<file path="src/rtl/ifu_prefetch_if.sv">
// Fetch-side bundle of the prefetching IFU: instruction memory port,
// decode-facing queue head handshake and redirect request.
interface ifu_prefetch_if #(
  parameter int unsigned DEPTH = 4
);
  localparam int unsigned CW = $clog2(DEPTH) + 1;

  logic [31:0]   i_inst_addr;
  logic [31:0]   i_inst_rdata;

  logic          out_valid;
  logic          out_ready;
  logic [31:0]   out_pc;
  logic [31:0]   out_instr;
  logic          out_adel;
  logic [CW-1:0] out_count;

  logic          redirect_valid;
  logic [2:0]    redirect_op;
  logic [31:0]   redirect_base_pc;
  logic [25:0]   redirect_imm;
  logic [31:0]   redirect_reg;

  modport master (
    output i_inst_addr,
    input  i_inst_rdata,
    output out_valid,
    input  out_ready,
    output out_pc,
    output out_instr,
    output out_adel,
    output out_count,
    input  redirect_valid,
    input  redirect_op,
    input  redirect_base_pc,
    input  redirect_imm,
    input  redirect_reg
  );

  modport slave (
    input  i_inst_addr,
    output i_inst_rdata,
    input  out_valid,
    output out_ready,
    input  out_pc,
    input  out_instr,
    input  out_adel,
    input  out_count,
    output redirect_valid,
    output redirect_op,
    output redirect_base_pc,
    output redirect_imm,
    output redirect_reg
  );
endinterface

</file>
<file path="src/rtl/ifu_prefetch.sv">
// Instruction fetch unit with a DEPTH-entry prefetch queue, branch/jump/
// exception redirects with delay-slot keep, and AdEL fetch halting.
module ifu_prefetch #(
  parameter int unsigned DEPTH      = 4,
  parameter logic [31:0] RESET_PC   = 32'h0000_3000,
  parameter logic [31:0] EXC_VECTOR = 32'h0000_4180,
  parameter logic [31:0] IM_BASE    = 32'h0000_3000,
  parameter int unsigned IM_WORDS   = 4096
) (
  input  logic           clk,
  input  logic           reset,
  ifu_prefetch_if.master bus
);

  localparam int unsigned AW = $clog2(DEPTH);
  localparam int unsigned CW = AW + 1;
  localparam logic [32:0] IM_END =
    {1'b0, IM_BASE} + (33'(IM_WORDS) << 2);

  typedef enum logic {
    FETCH,
    ERR
  } state_t;

  state_t        state, state_n;
  logic [31:0]   fetch_pc, fetch_pc_n;
  logic [AW-1:0] rd_ptr, rd_n;
  logic [AW-1:0] wr_ptr, wr_n;
  logic [CW-1:0] count, cnt_n;

  logic [31:0]   pc_q   [DEPTH];
  logic [31:0]   ins_q  [DEPTH];
  logic          adel_q [DEPTH];

  logic          pop;
  logic          legal;
  logic          redir;
  logic          ds_op;
  logic          do_push;
  logic [31:0]   pc4;
  logic [31:0]   target;

  assign pop   = (count != '0) && bus.out_ready;
  assign legal = (fetch_pc[1:0] == 2'b00)
              && (fetch_pc >= IM_BASE)
              && ({1'b0, fetch_pc} < IM_END);
  assign redir = bus.redirect_valid && (bus.redirect_op <= 3'd4);
  assign ds_op = bus.redirect_op <= 3'd2;
  assign pc4   = bus.redirect_base_pc + 32'd4;

  // Redirect target selection by op.
  always_comb begin
    target = bus.redirect_reg;
    case (bus.redirect_op)
      3'd0: target = pc4 + {{14{bus.redirect_imm[15]}},
                            bus.redirect_imm[15:0], 2'b00};
      3'd1: target = {pc4[31:28], bus.redirect_imm, 2'b00};
      3'd3: target = EXC_VECTOR;
      default: target = bus.redirect_reg;
    endcase
  end

  // Next queue pointers, occupancy, fetch PC and state.
  always_comb begin
    do_push    = 1'b0;
    rd_n       = rd_ptr;
    wr_n       = wr_ptr;
    cnt_n      = count;
    fetch_pc_n = fetch_pc;
    state_n    = state;
    if (redir) begin
      fetch_pc_n = target;
      state_n    = FETCH;
      if (!ds_op || pop) begin
        rd_n  = wr_ptr;
        wr_n  = wr_ptr;
        cnt_n = '0;
      end else if (count != '0) begin
        wr_n  = rd_ptr + AW'(1);
        cnt_n = CW'(1);
      end else if (state == FETCH) begin
        do_push = 1'b1;
        wr_n    = wr_ptr + AW'(1);
        cnt_n   = CW'(1);
      end
    end else begin
      if (pop) rd_n = rd_ptr + AW'(1);
      if (state == FETCH && (count < CW'(DEPTH) || pop)) begin
        do_push = 1'b1;
        wr_n    = wr_ptr + AW'(1);
        if (legal) fetch_pc_n = fetch_pc + 32'd4;
        else       state_n    = ERR;
      end
      cnt_n = count + CW'(do_push) - CW'(pop);
    end
  end

  // Control state; async reset empties the queue at once.
  always_ff @(posedge clk or posedge reset) begin
    if (reset) begin
      state    <= FETCH;
      fetch_pc <= RESET_PC;
      rd_ptr   <= '0;
      wr_ptr   <= '0;
      count    <= '0;
    end else begin
      state    <= state_n;
      fetch_pc <= fetch_pc_n;
      rd_ptr   <= rd_n;
      wr_ptr   <= wr_n;
      count    <= cnt_n;
    end
  end

  // Queue storage; contents only matter while counted as valid.
  always_ff @(posedge clk) begin
    if (do_push) begin
      pc_q[wr_ptr]   <= fetch_pc;
      ins_q[wr_ptr]  <= legal ? bus.i_inst_rdata : 32'h0;
      adel_q[wr_ptr] <= !legal;
    end
  end

  assign bus.i_inst_addr = fetch_pc;
  assign bus.out_valid   = count != '0;
  assign bus.out_count   = count;
  assign bus.out_pc      = pc_q[rd_ptr];
  assign bus.out_instr   = ins_q[rd_ptr];
  assign bus.out_adel    = adel_q[rd_ptr];

endmodule

</file>
<file path="src/flat_wrapper.sv">
// flat-port wrapper written by rule: the top's interface ports become plain ports
module ifu_prefetch_flat 
#(
  parameter int unsigned DEPTH      = 4,
  parameter logic [31:0] RESET_PC   = 32'h0000_3000,
  parameter logic [31:0] EXC_VECTOR = 32'h0000_4180,
  parameter logic [31:0] IM_BASE    = 32'h0000_3000,
  parameter int unsigned IM_WORDS   = 4096
)
  (clk, reset, bus_i_inst_addr, bus_i_inst_rdata, bus_out_valid, bus_out_ready, bus_out_pc, bus_out_instr, bus_out_adel, bus_out_count, bus_redirect_valid, bus_redirect_op, bus_redirect_base_pc, bus_redirect_imm, bus_redirect_reg);
  ifu_prefetch_if #(.DEPTH(DEPTH)) bus_i ();
  input  logic clk;
  input  logic reset;
  output wire logic [$bits(bus_i.i_inst_addr)-1:0] bus_i_inst_addr;
  input wire logic [$bits(bus_i.i_inst_rdata)-1:0] bus_i_inst_rdata;
  output wire logic [$bits(bus_i.out_valid)-1:0] bus_out_valid;
  input wire logic [$bits(bus_i.out_ready)-1:0] bus_out_ready;
  output wire logic [$bits(bus_i.out_pc)-1:0] bus_out_pc;
  output wire logic [$bits(bus_i.out_instr)-1:0] bus_out_instr;
  output wire logic [$bits(bus_i.out_adel)-1:0] bus_out_adel;
  output wire logic [$bits(bus_i.out_count)-1:0] bus_out_count;
  input wire logic [$bits(bus_i.redirect_valid)-1:0] bus_redirect_valid;
  input wire logic [$bits(bus_i.redirect_op)-1:0] bus_redirect_op;
  input wire logic [$bits(bus_i.redirect_base_pc)-1:0] bus_redirect_base_pc;
  input wire logic [$bits(bus_i.redirect_imm)-1:0] bus_redirect_imm;
  input wire logic [$bits(bus_i.redirect_reg)-1:0] bus_redirect_reg;
  assign bus_i_inst_addr = bus_i.i_inst_addr;
  assign bus_i.i_inst_rdata = bus_i_inst_rdata;
  assign bus_out_valid = bus_i.out_valid;
  assign bus_i.out_ready = bus_out_ready;
  assign bus_out_pc = bus_i.out_pc;
  assign bus_out_instr = bus_i.out_instr;
  assign bus_out_adel = bus_i.out_adel;
  assign bus_out_count = bus_i.out_count;
  assign bus_i.redirect_valid = bus_redirect_valid;
  assign bus_i.redirect_op = bus_redirect_op;
  assign bus_i.redirect_base_pc = bus_redirect_base_pc;
  assign bus_i.redirect_imm = bus_redirect_imm;
  assign bus_i.redirect_reg = bus_redirect_reg;
  ifu_prefetch #(.DEPTH(DEPTH), .RESET_PC(RESET_PC), .EXC_VECTOR(EXC_VECTOR), .IM_BASE(IM_BASE), .IM_WORDS(IM_WORDS)) u_core (.clk(clk), .reset(reset), .bus(bus_i));
endmodule
</file>
<file path="config.mk">
export PLATFORM = sky130hd
export DESIGN_NAME = ifu_prefetch_flat
export DESIGN_NICKNAME = d
export VERILOG_FILES = /design/src/rtl/ifu_prefetch_if.sv /design/src/rtl/ifu_prefetch.sv /design/src/flat_wrapper.sv
export SDC_FILE = /design/constraint.sdc
export NUM_CORES = 1
export LEC_CHECK = 0
export ABC_AREA = 1
export CAP_MARGIN = 10
export CELL_PAD_IN_SITES_DETAIL_PLACEMENT = 0
export CELL_PAD_IN_SITES_GLOBAL_PLACEMENT = 1
export CORE_ASPECT_RATIO = 0.75
export CORE_MARGIN = 2
export CORE_UTILIZATION = 39
export CTS_BUF_LIST = sky130_fd_sc_hd__clkbuf_8
export DETAILED_ROUTE_END_ITERATION = 16
export PLACE_DENSITY = 0.86
export SETUP_SLACK_MARGIN = 0.15
export SLEW_MARGIN = 30
export SYNTH_ARGS = -nofsm -noshare
export SYNTH_HDL_FRONTEND = slang
export SYNTH_SLANG_ARGS = --single-unit
</file>
<file path="constraint.sdc">
create_clock -name clk -period 4.1 [get_ports clk]
set_input_delay 1.23 -clock clk [delete_from_list [all_inputs] [get_ports clk]]
set_output_delay 1.23 -clock clk [all_outputs]
set_load 0.1 [all_outputs]
</file>
==> results of run 1 <==
## worst max-delay path: cells and delay by family
family	cells	cell delay [ns]
XOR/XNOR	1	0.15
buffers and inverters	3	0.70
AND/OR/NAND/NOR	14	1.74
adder cells (fa/ha/maj)	1	0.39
## logic make-up (layout without fill, tap and decap cells)
logic type / after synthesis / after routing / share of synthesized area
compound gates: 302 / 302 / 0.1048
buf+inv: 266 / 662 / 0.06604
fa+ha+maj: 45 / 45 / 0.03712
flops: 300 / 300 / 0.5658
simple gates: 813 / 813 / 0.2111
xor+xnor: 27 / 27 / 0.01518
## power by group through the flow
stage	logic (mW)	registers, mW	clock network [mW]
after global placement	9.06	4.25	0
after floorplan	5.45	4.95	0
after detailed placement	9.14	4.27	0
after global routing	9.57	4.26	2.33
final	9.17	4.21	2.14
after CTS	9.16	4.21	2.20
## synthesized netlist by cell type (3+ instances only)
master | n | area (um^2)
dfrtp_1 | 38 | 950.9
nand3b_1 | 5 | 37.54
xor2_1 | 13 | 113.9
a31oi_1 | 3 | 18.77
o21ai_1 | 4 | 20.02
o22ai_1 | 67 | 419.2
o211ai_1 | 4 | 30.03
inv_1 | 200 | 750.7
clkbuf_1 | 49 | 183.9
buf_2 | 5 | 25.02
buf_1 | 3 | 11.26
edfxtp_1 | 260 | 7807
nand4_1 | 15 | 93.84
o21ai_0 | 165 | 825.8
o21bai_1 | 4 | 30.03
nor4_1 | 4 | 25.02
nor2_1 | 298 | 1119
nand2_1 | 388 | 1456
xnor2_1 | 14 | 122.6
ha_1 | 43 | 538.0
nor3_1 | 12 | 60.06
a21oi_1 | 50 | 250.2
nand3_1 | 80 | 400.4
## metal layers
layer,wire [um],vias up,part of all wire
met5,0,-,0
met4,758,0,0.016
met3,2828,48,0.059
met2,21590,406,0.45
met1,22740,6338,0.47
li1,-,6606,-
## what timing repair did
| action | CTS | global route |
|---|---|---|
| endpoints found under the setup margin | 7 | 20 |
| gates resized for setup | 4 | 70 |
| pin swaps | 1 | 24 |
| buffers inserted | 0 | 2 |
## flip-flops by register name, summed over array words and instances (netlist names)
signal and flops:
u_core.adel_q 4, u_core.state 1, u_core.pc_q 128, u_core.bus.i_inst_addr 32, u_core.rd_ptr 2, u_core.ins_q 128
u_core.bus.out_count 3, u_core.wr_ptr 2
## per-stage QoR
stage	TNS, ns	cell area, um^2	cells	setup slack [ns]
after floorplan	-28.16	15610	1753	-0.1083
after CTS	0	20510	2667	0.1056
after global placement	-6.504	19740	2592	-0.5513
after global routing	0	20800	2669	0.1135
final	0	20800	2669	0.3270
after detailed placement	-7.245	19740	2592	-0.5627
## final cells by class
type / instances / area, um^2
timing repair buffer: 383 / 3741
sequential: 300 / 8816
tap: 520 / 650.6
clock inverter: 30 / 133.9
multi-input combinational: 1187 / 6065
fill: 3632 / 18620
inverter: 204 / 770.7
clock buffer: 45 / 619.3
## final timing paths
check / from / endpoint / cells past startpoint
worst min-delay path: u_core.state$_DFFE_PP0P_ / u_core.state$_DFFE_PP0P_ / 2
worst max register to register: u_core.bus.i_inst_addr[28]$_DFFE_PP0P_ / u_core.bus.i_inst_addr[6]$_DFFE_PP0P_ / 9
max in group asynchronous: reset / u_core.rd_ptr[0]$_DFFE_PP0P_ / 3
worst min register to register: u_core.state$_DFFE_PP0P_ / u_core.state$_DFFE_PP0P_ / 2
min in group asynchronous: reset / u_core.bus.i_inst_addr[31]$_DFFE_PP0P_ / 3
worst max-delay path: bus_redirect_base_pc[10] / u_core.bus.i_inst_addr[21]$_DFFE_PP0P_ / 19
==> impl_metrics.csv, run 1 <==
group,metric,value,unit
outcome,status,"complete, no violations",
cts,ctsHoldBuffers,0,
cts,insertion_delay,0.57,ns
cts,cts.sinks,300,
cts,clkTransAtPathRegs,0.07,ns
setup_path,worstPathArrival,4.22,ns
setup_path,crit_fanout,5,
logic_synthesis,synth-seq-cells,300,
run,drv_cap,0,
logic_synthesis,syn_inst,1753,
die,io_pins,230,
timing,worst_pin_slew,0.7953,ns
placed_design,gp_congestion,0.9363,
setup_path,cp.required,4.55,ns
pwr,switching_share,0.5291,
cts,cts_tree,"done",
grt,grt_pass1_wl,72.93,mm
setup_path,cp-start-kind,"input port",
die,initial_core_util,0.3951,
grt,met3_usage,0.03415,
cts,cts_buffers,44,
grt,grtUsageMet2,0.3572,
cts,clockBufferDepth,3,
pwr,intPower,7.305,mW
die,core_area,39410,um^2
grt,grt_pass1_vias,13177,
grt,grt_util_met1,0.3261,
cts,htreeDepth,2,
final_layout,layout.nets,2294,
timing,skew,0.02331,ns
timing,finalSetupViolCount,0,
timing,fin_worst_hold_slack,0.5654,ns
route,vias,13398,
timing,timing.final.hold_violations,0,
grt,gr-total-overflow,0,
logic_synthesis,synth_seq_area_share,0.5658,
timing,max_freq,265.0,MHz
final_layout,mostFrequentLayoutCells,"nand2_1, nor2_1, edfxtp_1",
setup_path,end_kind,"register",
placed_design,io_buffer_count,229,
logic_synthesis,synth_flop_cell,"edfxtp_1",
timing,period_minus_slack,3.773,ns
final_layout,syn2layout_area_growth,33.53,%
setup_path,path_cells,"clkdlybuf4s50_1 > inv_1 > nor3_2 > nand3_2 > nor2_2 > nand3_2 > xnor2_1 > ha_2 > nand2_2 > nor2_2 > inv_2 > nor2_4 > nand4_1 > nand3_1 > nand2_1 > nand3_1 > nand3_2 > nand2_1 > nand2_1",
setup_path,reg2reg_slack,1.79,ns
final_layout,layout-drive-gt1-share,0.1819,
route,ant_nets,0,
die,die_width,234.7,um
route,wl_per_cell,17.95,um
route,vias_per_cell,5.020,
grt,grt_usage,0.2257,
pwr,total_power,15.51,mW
die,die-area,41560,um^2
logic_synthesis,synth_cell_types,44,
route,drtPass1Iterations,5,
final_layout,final_common_cell,"nand2_1",
die,rows,63,
setup_path,critical_path_class,"input port to register",
cts,root_buffer,"clkbuf_8",
timing,rsz0062_at_grt,"true",
grt,grt_max_degree,132,
route,drt-total-wl,47.92,mm
timing,slew_violations,0,
pwr,peakVddDrop,0.9667,mV
die,die_h,177.1,um
route,drt_iter0_markers,952,
pwr,p_sw,8.207,mW
timing,slew_headroom,0.4698,
placed_design,hpwl,33.82,mm
pwr,p_seq_frac,0.271,
pwr,power.density,745.9,nW/um^2
timing,fin_crit_sh,0.9202,
logic_synthesis,ys_warn_count,0,
hold_path,hold_class,"register to register",
pwr,p_leak,8.780,nW
pwr,power_frac_comb,0.591,
logic_synthesis,syn_area,15570,um^2
logic_synthesis,syn_area_per_cell,8.884,um^2
setup_path,slowest_stage,"clkdlybuf4s50_1",
final_layout,fin_util,0.5277,
setup_path,max_stage_delay,0.52,ns
logic_synthesis,async_flop_share,0.1333,
logic_synthesis,synth_edf_count,260,
grt,antenna_found_initial,0,
final_layout,diodes,0,
grt,top_usage_layer,"met2",
logic_synthesis,synth_nets,1927,
route,route.detailed.drc,0,
pwr,power.clock.fraction,0.138,
(Power assumes the default switching activity.)
==> run 2: changes to the inputs <==
--- a/config.mk
+++ b/config.mk
@@ -13,6 +13,7 @@
 export CORE_MARGIN = 2
 export CORE_UTILIZATION = 39
 export CTS_BUF_LIST = sky130_fd_sc_hd__clkbuf_8
+export CTS_CLUSTER_SIZE = 28
 export DETAILED_ROUTE_END_ITERATION = 16
 export PLACE_DENSITY = 0.86
 export SETUP_SLACK_MARGIN = 0.15
==> results of run 2 <==
Final layout, timing and power as in run 1 (identical DEF).
==> run 3: changes to the inputs <==
--- a/config.mk
+++ b/config.mk
@@ -11,11 +11,13 @@
 export CELL_PAD_IN_SITES_GLOBAL_PLACEMENT = 1
 export CORE_ASPECT_RATIO = 0.75
 export CORE_MARGIN = 2
-export CORE_UTILIZATION = 39
+export CORE_UTILIZATION = 40
 export CTS_BUF_LIST = sky130_fd_sc_hd__clkbuf_8
 export CTS_CLUSTER_SIZE = 28
 export DETAILED_ROUTE_END_ITERATION = 16
-export PLACE_DENSITY = 0.86
+export DONT_BUFFER_PORTS = 1
+export GPL_ROUTABILITY_DRIVEN = 0
+export PLACE_DENSITY = 0.78
 export SETUP_SLACK_MARGIN = 0.15
 export SLEW_MARGIN = 30
 export SYNTH_ARGS = -nofsm -noshare
==> run 3 against run 2 <==
Against the previous run: non-clock buffer count decreased by 246; sequential share of layout area grew 5.5 points; worst hold slack improved by 0.025 ns; critical endpoint is now bus_out_pc[8]; largest cell class unchanged; highest routed layer unchanged.
==> impl_metrics.csv, run 3 (synthesis results as in run 1) <==
group,metric,value,unit
timing,worst_pin_slew,1.021,ns
die,die-area,40540,um^2
pwr,peakVddDrop,0.8102,mV
route,vias_per_cell,5.183,
setup_path,end_kind,"output pin",
timing,slew_violations,0,
timing,max_freq,264.5,MHz
final_layout,final_cell_area,18420,um^2
die,io_pins,230,
timing,finalSetupViolCount,0,
final_layout,layout-drive-gt1-share,0.1557,
cts,clkTransAtPathRegs,0.07,ns
die,initial_core_util,0.4064,
timing,slew_headroom,0.3194,
final_layout,final_common_cell,"nand2_1",
die,core_area,38320,um^2
setup_path,cp-start-kind,"register",
cts,ctsHoldBuffers,0,
grt,antenna_found_initial,0,
placed_design,place_inst,2339,
grt,gr-total-overflow,0,
cts,cts.sinks,300,
grt,grt_usage,0.2243,
placed_design,post-place-ws,-0.004948,ns
setup_path,worstPathArrival,2.55,ns
route,route.detailed.drc,0,
final_layout,mostFrequentLayoutCells,"nand2_1, nor2_1, edfxtp_1",
final_layout,layout.nets,2050,
pwr,power.density,813.9,nW/um^2
grt,grt_max_degree,93,
pwr,p_leak,7.753,nW
route,ant_nets,0,
route,vias,12573,
setup_path,crit_fanout,46,
final_layout,layout.area.seq,8825,um^2
die,die_width,231.8,um
cts,htreeDepth,2,
final_layout,syn2layout_area_growth,18.25,%
timing,timing.final.hold_violations,0,
final_layout,final_cell_count_no_fill,2426,
cts,insertion_delay,0.57,ns
pwr,total_power,14.99,mW
cts,post_cts_buffers,0,
cts,clockBufferDepth,3,
timing,skew,0.02775,ns
final_layout,fin_util,0.4806,
final_layout,diodes,0,
setup_path,critical_path_class,"register to output pin",
cts,cts_tree,"done",
timing,period_minus_slack,3.780,ns
die,rows,62,
timing,rsz0062_at_grt,"true",
placed_design,io_buffer_count,0,
final_layout,nFillCells,3698,
die,die_h,174.9,um
placed_design,hpwl,31.88,mm
run,drv_cap,0,
final_layout,multi_input_area,6175,um^2
route,drt-total-wl,46.02,mm
placed_design,postPlaceCellArea,17490,um^2
timing,fin_crit_sh,0.9220,
cts,cts_buffers,46,
outcome,status,"complete, no violations",
timing,setup_slack,0.3198,ns
grt,grt_pass1_vias,11964,
setup_path,cp.required,2.87,ns
hold_path,hold_class,"register to register",
cts,root_buffer,"clkbuf_8",
route,drtPass1Iterations,5,
route,drt_iter0_markers,1014,
route,wl_per_cell,18.97,um
grt,grt_pass1_wl,69.75,mm
## run 3: routing by layer
layer  global-route usage  up-vias  wire length, um
li1                     -     6124                -
met1               0.3228     6000            21540
met2               0.3347      371            19900
met3              0.05450       78             3329
met4              0.06784        0             1247
met5                    0        -                0
## run 3: worst max-delay path: stages, from the launching register on
cell and delay, ns:
dfrtp_2 0.65, buf_4 0.55, o21ai_0 0.21, o22ai_2 0.22, buf_4 0.32
## run 3: layout make-up
type	count	area share
inverter	204	0.04205
multi-input combinational	1187	0.3353
tap	512	0.03478
clock buffer	51	0.03811
sequential	300	0.4792
clock inverter	35	0.009783
timing repair buffer	137	0.06081
## run 3: through the flow
| step | TNS (ns) | hold slack, ns |
|---|---|---|
| global placement | -0.03360 | 0.5522 |
| finish | 0 | 0.5899 |
| global route | 0 | 0.6225 |
| floorplan | -28.16 | 0.5324 |
| CTS | 0 | 0.5755 |
| detailed placement | -0.009626 | 0.5623 |
## run 3: what timing repair did
item | CTS | global route
resized for setup | 1 | 3
endpoints found under the setup margin | 46 | 47
gates cloned | 0 | 1
## run 3: final timing paths
check	from	end	slack (ns)	cells past startpoint
hold / removal	u_core.state$_DFFE_PP0P_	u_core.state$_DFFE_PP0P_	0.59	2
setup / recovery	u_core.rd_ptr[1]$_DFFE_PP0P_	bus_out_pc[8]	0.32	4
hold reg to reg	u_core.state$_DFFE_PP0P_	u_core.state$_DFFE_PP0P_	0.59	2
max in group asynchronous	reset	u_core.rd_ptr[0]$_DFFE_PP0P_	2.88	1
min in group asynchronous	reset	u_core.bus.i_inst_addr[27]$_DFFE_PP0P_	0.64	1
setup reg to reg	u_core.bus.i_inst_addr[28]$_DFFE_PP0P_	u_core.bus.i_inst_addr[2]$_DFFE_PP0P_	1.42	11
## run 3: report_power, final
part | internal, mW | total [mW] | switching, mW
sequential | 3.86 | 4.41 | 0.548
clock | 1.22 | 2.39 | 1.18
combinational | 1.72 | 8.19 | 6.47
total | 6.80 | 15.0 | 8.19
